File: config.mk
export PLATFORM = sky130hd
export DESIGN_NAME = epp_read_responder
export DESIGN_NICKNAME = d
export VERILOG_FILES = /design/src/rtl/epp_pkg.sv /design/src/rtl/epp_sync.sv /design/src/rtl/epp_read_responder.sv
export SDC_FILE = /design/constraint.sdc
export NUM_CORES = 1
export LEC_CHECK = 0
export ABC_CLOCK_PERIOD_IN_PS = 5200
export CAP_MARGIN = 15
export CORE_AREA = 2 2 67 69
export DETAILED_ROUTE_END_ITERATION = 8
export DIE_AREA = 0 0 69 71
export PLACE_DENSITY = 0.87
export SLEW_MARGIN = 40
export SYNTH_ARGS = -nofsm -noshare
export SYNTH_HDL_FRONTEND = slang
export SYNTH_SLANG_ARGS = --single-unit
File: constraint.sdc
create_clock -name clk -period 5.2 [get_ports clk]
set_input_delay 0.78 -clock clk [delete_from_list [all_inputs] [get_ports clk]]
set_output_delay 0.78 -clock clk [all_outputs]
set_load 0.05 [all_outputs]
File: src/rtl/epp_pkg.sv
// rtl/epp_pkg.sv - shared FSM state codes and register map for the EPP read responder
package epp_pkg;

    typedef logic [1:0] state_t;

    localparam state_t ST_IDLE       = 2'd0;
    localparam state_t ST_ADDR_SNOOP = 2'd1;
    localparam state_t ST_READ_DRIVE = 2'd2;
    localparam state_t ST_READ_WAIT  = 2'd3;

    localparam logic [7:0] REG_STATUS = 8'd0;
    localparam logic [7:0] REG_X1L    = 8'd1;
    localparam logic [7:0] REG_X1H    = 8'd2;
    localparam logic [7:0] REG_Y1     = 8'd3;
    localparam logic [7:0] REG_X2L    = 8'd4;
    localparam logic [7:0] REG_X2H    = 8'd5;
    localparam logic [7:0] REG_Y2     = 8'd6;
    localparam logic [7:0] REG_ID     = 8'd7;

    localparam logic [7:0] DEFAULT_DEVICE_ID = 8'hA5;

endpackage

File: src/rtl/epp_sync.sv
// rtl/epp_sync.sv - N-stage synchronizer, resets high so idle strobes read inactive
module epp_sync #(
    parameter int STAGES = 2
) (
    input  logic clk,
    input  logic reset,
    input  logic d,
    output logic q
);

    logic [STAGES-1:0] sr;

    always_ff @(posedge clk or posedge reset) begin
        if (reset) begin
            sr <= '1;
        end else begin
            sr <= {sr[STAGES-2:0], d};
        end
    end

    assign q = sr[STAGES-1];

endmodule

File: src/rtl/epp_read_responder.sv
// rtl/epp_read_responder.sv - EPP peripheral read path: address snoop, register readback, read-side Wait
module epp_read_responder
    import epp_pkg::*;
#(
    parameter int         SYNC_STAGES = 2,
    parameter logic [7:0] DEVICE_ID   = DEFAULT_DEVICE_ID,
    parameter bit         AUTO_INC    = 1'b1
) (
    input  logic       clk,
    input  logic       reset,
    input  logic       epp_astb,
    input  logic       epp_dstb,
    input  logic       epp_wr,
    input  logic [7:0] epp_db_in,
    output logic [7:0] epp_db_out,
    output logic       epp_db_oe,
    output logic       epp_wait_rd,
    input  logic       busy,
    input  logic       error,
    input  logic [8:0] x1,
    input  logic [8:0] x2,
    input  logic [7:0] y1,
    input  logic [7:0] y2
);

    logic       as_s;
    logic       ds_s;
    logic       wrs;
    state_t     state;
    logic [7:0] addr;
    logic       shadow_x1h;
    logic       shadow_x2h;
    logic       cyc_data;
    logic [7:0] rd_data;
    logic       strobe_released;

    epp_sync #(.STAGES(SYNC_STAGES)) u_sync_astb (.clk(clk), .reset(reset), .d(epp_astb), .q(as_s));
    epp_sync #(.STAGES(SYNC_STAGES)) u_sync_dstb (.clk(clk), .reset(reset), .d(epp_dstb), .q(ds_s));
    epp_sync #(.STAGES(SYNC_STAGES)) u_sync_wr   (.clk(clk), .reset(reset), .d(epp_wr),   .q(wrs));

    always_comb begin
        rd_data = 8'h00;
        case (addr)
            REG_STATUS: rd_data = {6'b0, error, busy};
            REG_X1L:    rd_data = x1[7:0];
            REG_X1H:    rd_data = {7'b0, shadow_x1h};
            REG_Y1:     rd_data = y1;
            REG_X2L:    rd_data = x2[7:0];
            REG_X2H:    rd_data = {7'b0, shadow_x2h};
            REG_Y2:     rd_data = y2;
            REG_ID:     rd_data = DEVICE_ID;
            default:    rd_data = 8'h00;
        endcase
    end

    // Release is judged on whichever strobe opened the cycle; wr is not re-sampled
    assign strobe_released = cyc_data ? ds_s : as_s;

    always_ff @(posedge clk or posedge reset) begin
        if (reset) begin
            state       <= ST_IDLE;
            addr        <= 8'h00;
            shadow_x1h  <= 1'b0;
            shadow_x2h  <= 1'b0;
            cyc_data    <= 1'b0;
            epp_db_out  <= 8'h00;
            epp_db_oe   <= 1'b0;
            epp_wait_rd <= 1'b0;
        end else begin
            case (state)
                ST_IDLE: begin
                    if (!as_s) begin
                        if (!wrs) begin
                            addr  <= epp_db_in;
                            state <= ST_ADDR_SNOOP;
                        end else begin
                            epp_db_out <= addr;
                            epp_db_oe  <= 1'b1;
                            cyc_data   <= 1'b0;
                            state      <= ST_READ_DRIVE;
                        end
                    end else if (!ds_s && wrs) begin
                        epp_db_out <= rd_data;
                        epp_db_oe  <= 1'b1;
                        cyc_data   <= 1'b1;
                        state      <= ST_READ_DRIVE;
                        if (addr == REG_X1L) shadow_x1h <= x1[8];
                        if (addr == REG_X2L) shadow_x2h <= x2[8];
                    end
                end
                ST_ADDR_SNOOP: begin
                    if (as_s) state <= ST_IDLE;
                end
                ST_READ_DRIVE: begin
                    epp_wait_rd <= 1'b1;
                    state       <= ST_READ_WAIT;
                end
                ST_READ_WAIT: begin
                    if (strobe_released) begin
                        epp_wait_rd <= 1'b0;
                        epp_db_oe   <= 1'b0;
                        state       <= ST_IDLE;
                        if (cyc_data && AUTO_INC) addr <= addr + 8'd1;
                    end
                end
                default: state <= ST_IDLE;
            endcase
        end
    end

endmodule

# After elaboration in Yosys (flattened, before gate mapping)
# Cells that the tools add are included.
# op_classes
addsub	1
n_eq_ne	18
n_mux	24
n_reduce_logical	14
# op_table
cell	count
$pmux 8 s8	1
$mux 8	7
$eq 8x3->1 const B	4
$eq 8x2->1 const B	2
$pmux 8 s2	1
$reduce_and 4->1	3
$mux 2	5
$ne 2x2->1 const B	5
$add 8x1->8 const B	1
$eq 8x1->1 const B	1
$logic_not 8->1	1
$pmux 2 s4	1
$mux 1	7
$reduce_and 3->1	2
$reduce_bool 2->1	3
$reduce_and 5->1	1
$eq 2x2->1 const B	2
$pmux 1 s2	2
$ne 3x1->1 const B	1
$ne 3x3->1 const B	1
$eq 2x1->1 const B	1
$logic_not 2->1	1
$ne 2x1->1 const B	1
$reduce_and 2->1	1
2 further kinds	2
# totals
ff_bits	29
input_bits	49
output_inout_bits	10
word_cells	68

# Depth between registers and ports, before layout
# Gate-level depths: netlist (run 1).
# logic_depth
word_depth	5
ltp_mapped	7
ltp_nobuf	6

# Modules after synthesis
# A second synthesis (run 1) with hierarchy kept.
# hier_totals
cells_unflattened	192
area_unflattened_um2	1868.0
# modules_own_cells
mod	n_inst	cells_per_inst	area_per_inst_um2	seq_area_each_um2
epp_read_responder	1	183	1699.1	575.6
epp_sync	3	3	56.3	52.6

# Least setup slack after synthesis (run 1)
# OpenSTA, ideal clock, no wires.
# synth_timing
path_kind	reg2reg
from	reg state[0]
to	reg addr[4]
setup_time_ns	0.069
arrival_time_ns	1.902
required_time_ns	5.131
path_slack_ns	3.228
stages_incl_launch_ff	8
path_buffers	2
period_less_slack_ns	1.972
cell_sequence	dfrtp_1 -> ha_1 -> buf_2 -> a21boi_1 -> or3_1 -> buf_2 -> or4_1 -> nand3_1
# synth_between
elab_chain_cells	3
elab_cells_between_ends	9
cone_classes	5 x eq/ne; 1 x mux; 3 x reduce/logical
# synth_rtl
element	line	text
from (decl)	epp_read_responder.sv:29	state_t state;
from (signal assigned)	epp_read_responder.sv:61	state <= ST_IDLE;
from (signal assigned)	epp_read_responder.sv:75	state <= ST_ADDR_SNOOP;
from (signal assigned)	epp_read_responder.sv:80	state <= ST_READ_DRIVE;
$eq 2x2->1 or $logic_not 2->1 (tied branches)	epp_read_responder.sv:70	case (state)
$ne 2x2->1 (no line) or $reduce_bool 2->1 (tied branches)	n/a	
$reduce_and 5->1 (no line)	n/a	
to (signal assigned)	epp_read_responder.sv:74	addr <= epp_db_in;
to (signal assigned)	epp_read_responder.sv:103	if (cyc_data && AUTO_INC) addr <= addr + 8'd1;
to (decl)	epp_read_responder.sv:30	logic [7:0] addr;
# Several ways; a longest one is shown, not always the timed one.
# A chain may end at the register's enable or synchronous reset.

# Worst setup path after layout (run 1)
# layout_timing
from	reg epp_db_out[7]
to	out epp_db_out[7]
# layout_rtl
element	line	text
from (decl)	epp_read_responder.sv:15	output logic [7:0] epp_db_out,
from (signal assigned)	epp_read_responder.sv:77	epp_db_out <= addr;
from (signal assigned)	epp_read_responder.sv:83	epp_db_out <= rd_data;
# No word-level cell between the ends.

==> summary.txt, run 1 <==
Placed design
  • Port Buffer Count: 58
  • Placer Congestion: around 0.86
  • Post-DP HPWL: 3.42 mm

Timing
  • Final Setup Violations: 0
  • Peak Freq: 447 MHz
  • Pins Over Slew Limit: 0
  • RSZ-0062 raised after global routing: false
  • Worst Max-Slew Pin Slew: a little over 0.8 ns
  • Period minus WS final: 2.24 ns
  • Slew Limit Headroom: between 40 and 50%
  • Hold Vio Cnt, Final: 0
  • Worst clock skew: between 0.004 and 0.005 ns
  • Final period util: between 40 and 50%
  • Hold slack: 0.356 ns
  • Setup TNS: 0 ns

Logic synthesis
  • Sequential share of the synthesized area: about two fifths
  • Synth Register Bits: 29
  • Xor-xnor portion of the synthesized cell area: 0%
  • Area contributors post-synth: dfrtp_1 (32%), dfstp_2 (8.8%), ha_1 (6.3%)
  • Top-count cell post-synth: dfrtp_1
  • Post-synth top cells: dfrtp_1 (23), a21oi_1 (21), nand2_1 (18)
  • Ys flop type: dfrtp_1
  • Mux share of post-synthesis cell area: 7.04%
  • Compound-Gate Fraction of Synth Area: 21.8%
  • Netlist cell types: 44
  • Post-Synth Adder-Cell Area: under 10%
  • Async S/R FF share, synth: between 90% and 100%
  • Mapped Cells: between 200 and 250
  • Leading area contributor after synthesis: dfrtp_1
  • Syn_area_per_cell: 8.88 um2
  • Syn Nets: between 200 and 300
  • Largest family of logic cells by synthesized area: compound AO/OA/AOI/OAI gates
  • Post-Synth Simple-Gate Area: 19.2%
  • Post-Syn Area: between 1500 and 2000 um2
  • Post-synth EDFFs: 0
  • Yosys Warn Count: 0
  • Post-synth top area share: between 30% and 40%

Drt
  • Via count: ~1700
  • Antenna viol nets, final: 0
  • Iter 0 DRT Violations: 87
  • DR vias/cell: between 5 and 6
  • WL/cell: between 15 and 20 um
  • Drt drc: 0
  • First-pass DRT Iterations: 4
  • WL final: 4.73 mm

Floorplanning
  • I/O pins: 59
  • DIE HEIGHT: approximately 70 um
  • Starting Density: ~43%
  • Die X-Extent: between 60 and 70 um
  • CORE AREA: 4200 um2
  • Number of core rows: 24
  • Full die area: 4900 um2

Worst setup path
  • Worst Setup SP: epp_db_out[7]
  • Type of destination of the critical path: output port
  • Cells on worst reg2reg path: 5
  • Flop2flop setup slack: ~3 ns
  • CP Data Arrival Time: about 1.5 ns
  • Critical path's largest stage delay: ~0.81 ns
  • Crit path max-delay family: buffers and inverters
  • Worst r2r src: state[0]
  • Critical Path Start Type: flip-flop
  • Crit path cell chain: clkdlybuf4s50_1
  • WS Path Type: reg -> out
  • WP data required: 4.42 ns
  • CP Buf/Inv Count: 1
  • Crit Path Max Fanout: 2
  • Worst setup path end: epp_db_out[7]
  • Critical path's slowest cell: clkdlybuf4s50_1
  • Critical path depth: 1
  • FF-to-FF End: addr[4]

Global routing
  • Vias in the first global route: approximately 1800
  • GRT Util Overall: between 20% and 30%
  • Grt ovf: 0
  • Initial antenna violation count: 0
  • Global-route wire length before repair: ~8.0 mm
  • Largest net degree at the start of global routing: 30

Clock network
  • # Post-CTS Setup Buffers: 0
  • TritonCTS clock tree: built
  • H-tree levels: 2
  • Post_cts resized: 0
  • Clock slew seen by the registers of the worst setup and hold paths: 0.06 ns
  • Clock net sink count: 29
  • CTS buffer count: 5
  • Root Driver: clkbuf_8
  • Clk_lat worst skew: 0.28 ns
  • Max clock buf depth: 2
  • CTS Hold Buffers Added: 0

Pwr
  • Max VDD drop: between 0.0003 and 0.0004 V
  • Cell area power density: 534 nW/um2
  • Leakage: between 0.9 and 1 nW

Run status
  • Outcome: finished, final reports clean

Run
  • Maxcap violations: 0

Finish
  • Number of diodes: 0
  • Share of layout cells above drive strength 1: under 10%
  • Synth-to-layout area growth: 37.4%
  • Final core utilization: 58.7%
  • Nets: about 310

Worst hold path
  • HP Class: reg -> reg
[cell type report]
| cell class | count | area (um2) |
|---|---|---|
| Fill cell | 396 | 1740 |
| Multi-Input combinational cell | 153 | 978 |
| Sequential cell | 29 | 733 |
| Timing Repair Buffer | 58 | 581 |
| Clock buffer | 6 | 72.6 |
| Tap cell | 52 | 65.1 |
| Inverter | 7 | 26.3 |
| Clock inverter | 2 | 10.0 |
[power breakdown]
group | switching, mW | internal, mW | total, mW
clock | 0.0838 | 0.0924 | 0.176
sequential | 0.0966 | 0.311 | 0.408
combinational | 0.435 | 0.300 | 0.734
total | 0.615 | 0.703 | 1.32
[flip-flops by register name, indices dropped and copies added (netlist names)]
register and cells:
addr 8, cyc_data 1, epp_db_oe 1, epp_db_out 8
epp_wait_rd 1, shadow_x1h 1, shadow_x2h 1, state 2
u_sync_astb.sr 2, u_sync_dstb.sr 2, u_sync_wr.sr 2
[cells in the final DEF, fill, tap and decap left out, types with 2 or more instances in the layout]
cell type / n
clkdlybuf4s50_1: 58
dfrtp_1: 23
a21oi_1: 20
nand2_1: 18
nor2_1: 17
nand3_1: 12
o21ai_0: 11
ha_1: 9
a22oi_1: 8
mux2i_1: 7
dfstp_2: 6
and3_1: 5
a31oi_1: 5
inv_1: 5
clkbuf_8: 5
a221oi_1: 4
nor2b_1: 4
mux2_2: 3
nor4_1: 3
o22ai_1: 2
nor3_1: 2
mux2_1: 2
a221o_1: 2
clkinv_2: 2
[cell families after synthesis]
logic type	after synthesis
AOI/OAI and AO/OA	62
adders and majority gates	9
buffers and inverters	20
DFF	29
muxes	12
and+or+nand+nor	70
[layer usage]
metal,routed length (um),GRT usage (%),vias up,share of wire [%]
met5,0,0,-,0
met4,44,5.45,0,0.93
met3,341,6.27,4,7.2
met2,2380,34.9,66,50
met1,1960,24.4,827,41
li1,-,-,849,-
[worst min-delay path by stage]
stage,startpoint,end,slack (ns),cells after the start
after detailed placement,u_sync_astb.sr[0],u_sync_astb.sr[1],0.35,0
final,u_sync_astb.sr[0],u_sync_astb.sr[1],0.36,0
after CTS,u_sync_astb.sr[0],u_sync_astb.sr[1],0.36,0
after floorplan,u_sync_astb.sr[0],u_sync_astb.sr[1],0.35,0
after global placement,u_sync_astb.sr[0],u_sync_astb.sr[1],0.35,0
after global routing,u_sync_dstb.sr[0],u_sync_dstb.sr[1],0.37,0
[metrics by stage]
step | area, um2 | total power, mW | std cells | setup WS (ns)
6_report | 2470 | 1.32 | 307 | 2.96
5_1_grt | 2470 | 1.42 | 307 | 2.86
4_1_cts | 2470 | 1.32 | 307 | 2.97
3_5_place_dp | 2380 | 1.14 | 299 | 3.02
3_3_place_gp | 2380 | 1.12 | 299 | 3.09
2_1_floorplan | 1790 | 0.930 | 202 | 3.23
(Power assumes the default switching activity.)
==> run 2, diff against run 1 <==
Settings changed: ABC_CLOCK_PERIOD_IN_PS 5200 to 1840, CORE_AREA 2 2 67 69 to 2 2 70 72, DIE_AREA 0 0 69 71 to 0 0 72 74, PLACE_DENSITY 0.87 to 0.84.
Clock period 5.2 ns to 1.84 ns, I/O delays scaled along.
==> run 2 against run 1 <==
  * Count of clock-buffer cells in the layout rose by 2
  * Highest routed layer unchanged
  * Non-clock buffer count rose by 22
  * First-iteration DRC count rose by 30%
  * Final area rose by 8.6%
  * Sequential power rose to 2.6 times the previous value
  * Largest cell class unchanged
  * Critical path depth rose by 3
  * Global-route usage rose by 0.13 points
  * Via count rose by 4.5%
  * Worst hold slack got worse by 0.0055 ns
  * Critical endpoint is now shadow_x2h
  * Sequential share of layout area fell by 2.4 points
==> summary.txt, run 2 (synthesized netlist as in run 1, its figures left out) <==
Finish
  • Fillers: between 400 and 500
  • Final core utilization: 58.3%
  • Area of the multi-input gates: slightly above 1000 um2
  • Synth-to-layout area growth: 49.3%
  • Most frequent cells in the layout: clkdlybuf4s50_1 (56), buf_4 (24), dfrtp_1 (23)
  • Post-route insts no fill: between 300 and 400
  • Number of diodes: 0
  • Register Area: about 730 um2
  • Nets: 334
  • Regs by FF count: addr x8, epp_db_out x8
  • Share of layout cells above drive strength 1: 18.1%
  • Most common cell after layout, fill and taps aside: clkdlybuf4s50_1

Worst setup path
  • CP Data Arrival Time: slightly below 2 ns
  • Type of destination of the critical path: flip-flop
  • Worst r2r src: u_sync_astb.sr[1]
  • Crit Path Max Fanout: 2
  • Crit path cell chain: or4b_1, nor4_2, nand3_1, mux2_1
  • Worst Setup SP: u_sync_astb.sr[1]
  • Critical path's slowest cell: dfstp_2
  • WP data required: 2.02 ns
  • Critical Path Start Type: flip-flop
  • WS Path Type: reg -> reg
  • Critical path's largest stage delay: 0.53 ns
  • Cells on worst reg2reg path: 4

Clock network
  • Max clock buf depth: 2
  • TritonCTS clock tree: built
  • Clk_lat worst skew: approximately 0.29 ns
  • Clock net sink count: 29
  • CTS buffer count: 5
  • Root Driver: clkbuf_8
  • Clock slew seen by the registers of the worst setup and hold paths: ~0.070 ns
  • H-tree levels: 2

Drt
  • First-pass DRT Iterations: 4
  • WL/cell: approximately 15 um
  • WL final: 5.10 mm
  • Via count: 1825
  • Drt drc: 0
  • DR vias/cell: about 5.5
  • Antenna viol nets, final: 0
  • Iter 0 DRT Violations: 113

Timing
  • Period minus WS final: between 1.5 and 2 ns
  • Slew Limit Headroom: between 60% and 70%
  • Final period util: a little over nine tenths
  • RSZ-0062 raised after global routing: true
  • Final Setup Violations: 0
  • Hold slack: between 0.3 and 0.4 ns
  • Peak Freq: between 500 and 600 MHz
  • Pins Over Slew Limit: 0
  • Worst clock skew: roughly 0.014 ns
  • Hold Vio Cnt, Final: 0
  • Worst Max-Slew Pin Slew: ~0.52 ns

Placed design
  • Cell count after placement: around 320
  • Placer Congestion: just over 0.8
  • Post-DP HPWL: 3.89 mm
  • Port Buffer Count: between 50 and 60

Run
  • Maxcap violations: 0

Global routing
  • Grt ovf: 0
  • Vias in the first global route: roughly 1900
  • Largest net degree at the start of global routing: 30
  • Initial antenna violation count: 0
  • GRT Util Overall: roughly a fifth
  • Global-route wire length before repair: around 8.4 mm

Floorplanning
  • Die X-Extent: 72 um
  • CORE AREA: ~4600 um2
  • Full die area: 5330 um2
  • I/O pins: around 60
  • DIE HEIGHT: roughly 74 um
  • Number of core rows: 25
  • Starting Density: 39.0%

Run status
  • Outcome: finished, final reports clean

Worst hold path
  • HP Class: in -> async

Pwr
  • Cell area power density: between 1500 and 2000 nW/um2
  • Leakage: roughly 1.1 nW
  • Max VDD drop: roughly 0.0009 V
-- run 2: layout make-up --
| type | instances | area share, % |
|---|---|---|
| Clock buffer | 8 | 3.36 |
| Inverter | 7 | 0.981 |
| Multi-Input combinational cell | 153 | 38.1 |
| Sequential cell | 29 | 27.4 |
| Tap cell | 54 | 2.52 |
| Timing Repair Buffer | 80 | 27.7 |
-- run 2: what timing repair did --
action                     4_1_cts  5_1_grt
hold buffers                     0        0
setup endpoints to repair        0        7
resized for setup                0        5
setup buffers                    0        1
-- run 2: final timing paths --
path	endpoint	slack, ns
worst max-delay path	shadow_x2h	0.03
worst min-delay path	shadow_x1h	0.35
worst max register to register	shadow_x2h	0.03
worst min register to register	u_sync_wr.sr[1]	0.36
max in group asynchronous	u_sync_astb.sr[1]	1.17
min in group clk	u_sync_wr.sr[1]	0.36
-- run 2: critical path, delay by kind of cell, from the launching register on --
family | cells | cell delay [ns]
DFF | 1 | 0.53
muxes | 1 | 0.32
and+or+nand+nor | 3 | 0.86
-- run 2: report_power, final --
| group | switching, mW | internal [mW] | total [mW] |
|---|---|---|---|
| clock | 0.234 | 0.304 | 0.538 |
| combinational | 1.46 | 1.13 | 2.59 |
| sequential | 0.174 | 0.880 | 1.05 |
-- run 2: stage by stage --
| step | TNS [ns] | total power [mW] | area, um2 | setup slack [ns] |
|---|---|---|---|---|
| detailed placement | 0 | 3.58 | 2570 | 0.0108 |
| finish | 0 | 4.18 | 2680 | 0.0309 |
| CTS | 0 | 4.14 | 2660 | 0.0163 |
| global placement | 0 | 3.50 | 2570 | 0.0906 |
| floorplan | 0 | 2.72 | 1840 | 0.0256 |
| global route | -0.103 | 4.52 | 2680 | -0.0656 |
-- run 2: routing by layer --
metal | up-vias | share of wire [%] | global-route usage [%]
met5 | - | 0 | 0
met1 | 840 | 40 | 23.2
met3 | 14 | 7.4 | 6.23
met2 | 76 | 49 | 34.9
met4 | 0 | 2.8 | 9.85
li1 | 895 | - | -
==> run 3, diff against run 2 <==
Settings changed: TNS_END_PERCENT set to 20.
==> run 3 against run 2 <==
  * The run now ends with negative setup slack left
  * Flip-flop and latch count unchanged
  * Critical path type unchanged
  * Maximum frequency decreased by 2.0%
  * Wire length increased by 2.6%
  * Combinational power increased by 3%
  * Non-clock buffer count increased by 2
  * Sequential share of layout area decreased by 0.66 points
  * Worst hold slack improved by 0.0011 ns
==> summary.txt, run 3 (synthesized netlist as in run 1, its figures left out) <==
Global routing
  • Largest net degree at the start of global routing: 30
  • Vias in the first global route: ~1800
  • Grt ovf: 0
  • Global-route wire length before repair: 8.47 mm
  • GRT Util Overall: between 20% and 30%
  • Initial antenna violation count: 0

Timing
  • Peak Freq: 542 MHz
  • Hold Vio Cnt, Final: 0
  • Final Setup Violations: 1
  • Worst clock skew: roughly 0.0098 ns
  • Final period util: 100%
  • Period minus WS final: approximately 1.8 ns
  • Worst Max-Slew Pin Slew: 0.509 ns
  • Slew Limit Headroom: 65.9%
  • Final worst setup slack: -0.00522 ns
  • Setup TNS: -0.00522 ns
  • RSZ-0062 raised after global routing: true
  • Pins Over Slew Limit: 0

Worst setup path
  • Critical path's largest stage delay: roughly 0.53 ns
  • WS Path Type: reg -> reg
  • Crit Path Max Fanout: 8
  • Most used cell, CP: buf_6
  • Flop2flop setup slack: -0.005 ns
  • Cells on worst reg2reg path: 6
  • Type of destination of the critical path: flip-flop
  • Critical Path Start Type: flip-flop
  • CP Data Arrival Time: ~2 ns
  • Crit path cell chain: or4b_4, buf_6, nor3_4, buf_6, nand4_1, a31oi_1
  • WP data required: ~2 ns
  • Critical path's slowest cell: dfstp_2

Finish
  • Number of diodes: 0
  • Final core utilization: around 60%
  • Design Area, Final: about 2800 um2
  • Most common cell after layout, fill and taps aside: clkdlybuf4s50_1
  • Nets: around 340
  • Most frequent cells in the layout: clkdlybuf4s50_1 (56), buf_4 (24), dfrtp_1 (22)
  • Synth-to-layout area growth: 53.3%
  • Share of layout cells above drive strength 1: approximately a fifth
  • Regs by FF count: addr x8, epp_db_out x8

Pwr
  • Max VDD drop: 0.00101 V
  • Leakage: between 1 and 1.5 nW
  • Sequential share of power: 24.2%
  • Cell area power density: ~1600 nW/um2
  • P_sw: around 2 mW
  • Pint: roughly 2.5 mW
  • Logic pwr share: 60.2%
  • Clk pwr share: between 10% and 20%
  • Sw frac: between 40 and 50%

Drt
  • Drt drc: 0
  • First-pass DRT Iterations: 4
  • DR vias/cell: between 5 and 6
  • Antenna viol nets, final: 0
  • Via count: 1862
  • Iter 0 DRT Violations: ~130
  • WL final: between 5 and 6 mm
  • WL/cell: between 15 and 20 um

Floorplanning
  • Starting Density: about two fifths
  • CORE AREA: around 4600 um2
  • Number of core rows: 25
  • Die X-Extent: 72 um
  • DIE HEIGHT: ~74 um
  • Full die area: roughly 5300 um2
  • I/O pins: a little under 60

Placed design
  • Post-DP HPWL: approximately 3.8 mm
  • Placer Congestion: slightly below 0.8
  • Port Buffer Count: 58
  • Placement Cell Area: roughly 2600 um2

Clock network
  • Root Driver: clkbuf_8
  • Clock net sink count: 29
  • CTS Hold Buffers Added: 0
  • H-tree levels: 2
  • TritonCTS clock tree: built
  • Clock slew seen by the registers of the worst setup and hold paths: ~0.07 ns
  • CTS buffer count: 5
  • Clk_lat worst skew: between 0.2 and 0.3 ns
  • Max clock buf depth: 2

Worst hold path
  • HP Class: in -> async

Run status
  • Outcome: complete, but fails checks
  • Failing checks: negative setup slack

Run
  • Maxcap violations: 0
## run 3: final cells by class
cell class / instances / area, um2
fill: 393 / 1850
multi-input combinational: 153 / 1040
timing repair buffer: 82 / 763
sequential: 29 / 734
clock buffer: 7 / 86.3
tap: 54 / 67.6
clock inverter: 1 / 30.0
inverter: 7 / 26.3
## run 3: final timing paths
kind	endpoint	start
setup / recovery	epp_db_out[2]	u_sync_astb.sr[1]
hold / removal	addr[1]	reset
setup reg to reg	epp_db_out[2]	u_sync_astb.sr[1]
hold reg to reg	u_sync_dstb.sr[1]	u_sync_dstb.sr[0]
max in group asynchronous	u_sync_astb.sr[1]	reset
min in group clk	u_sync_dstb.sr[1]	u_sync_dstb.sr[0]
## run 3: metal layers
layer	up-vias	track usage, %	routed length, um
met5	-	0	0
met4	0	6.08	85
met3	11	5.15	424
met2	90	37.1	2660
met1	869	23.7	2060
li1	892	-	-
## run 3: timing repair
| action | in CTS | in global routing |
|---|---|---|
| buffers inserted | 0 | 1 |
| setup endpoints to repair | 4 | 12 |
| gates cloned | 0 | 0 |
| pin swaps | 1 | 4 |
| resized for setup | 3 | 10 |
## run 3: stage by stage
stage / worst slack (ns) / instances / hold WS (ns) / power (mW)
floorplan: -0.0266 / 202 / 0.280 / 2.71
global placement: 0.0281 / 324 / 0.345 / 3.51
detailed placement: -0.0282 / 324 / 0.347 / 3.57
CTS: -0.00108 / 332 / 0.356 / 4.31
global route: -0.119 / 333 / 0.360 / 4.71
finish: -0.00522 / 333 / 0.352 / 4.41
## run 3: power groups by stage
stage          sequential (mW)  clock, mW  combinational, mW
3_3_place_gp              1.06          0               2.44
5_1_grt                   1.10      0.733               2.88
2_1_floorplan             1.41          0               1.30
4_1_cts                   1.06      0.698               2.55
6_report                  1.07      0.690               2.66
3_5_place_dp              1.07          0               2.50
## run 3: worst max-delay path: cells and delay by family (launching register included)
kind,cells,cell delay [ns]
compound gates,1,0.20
buf+inv,2,0.29
simple gates,3,0.74
flops,1,0.53
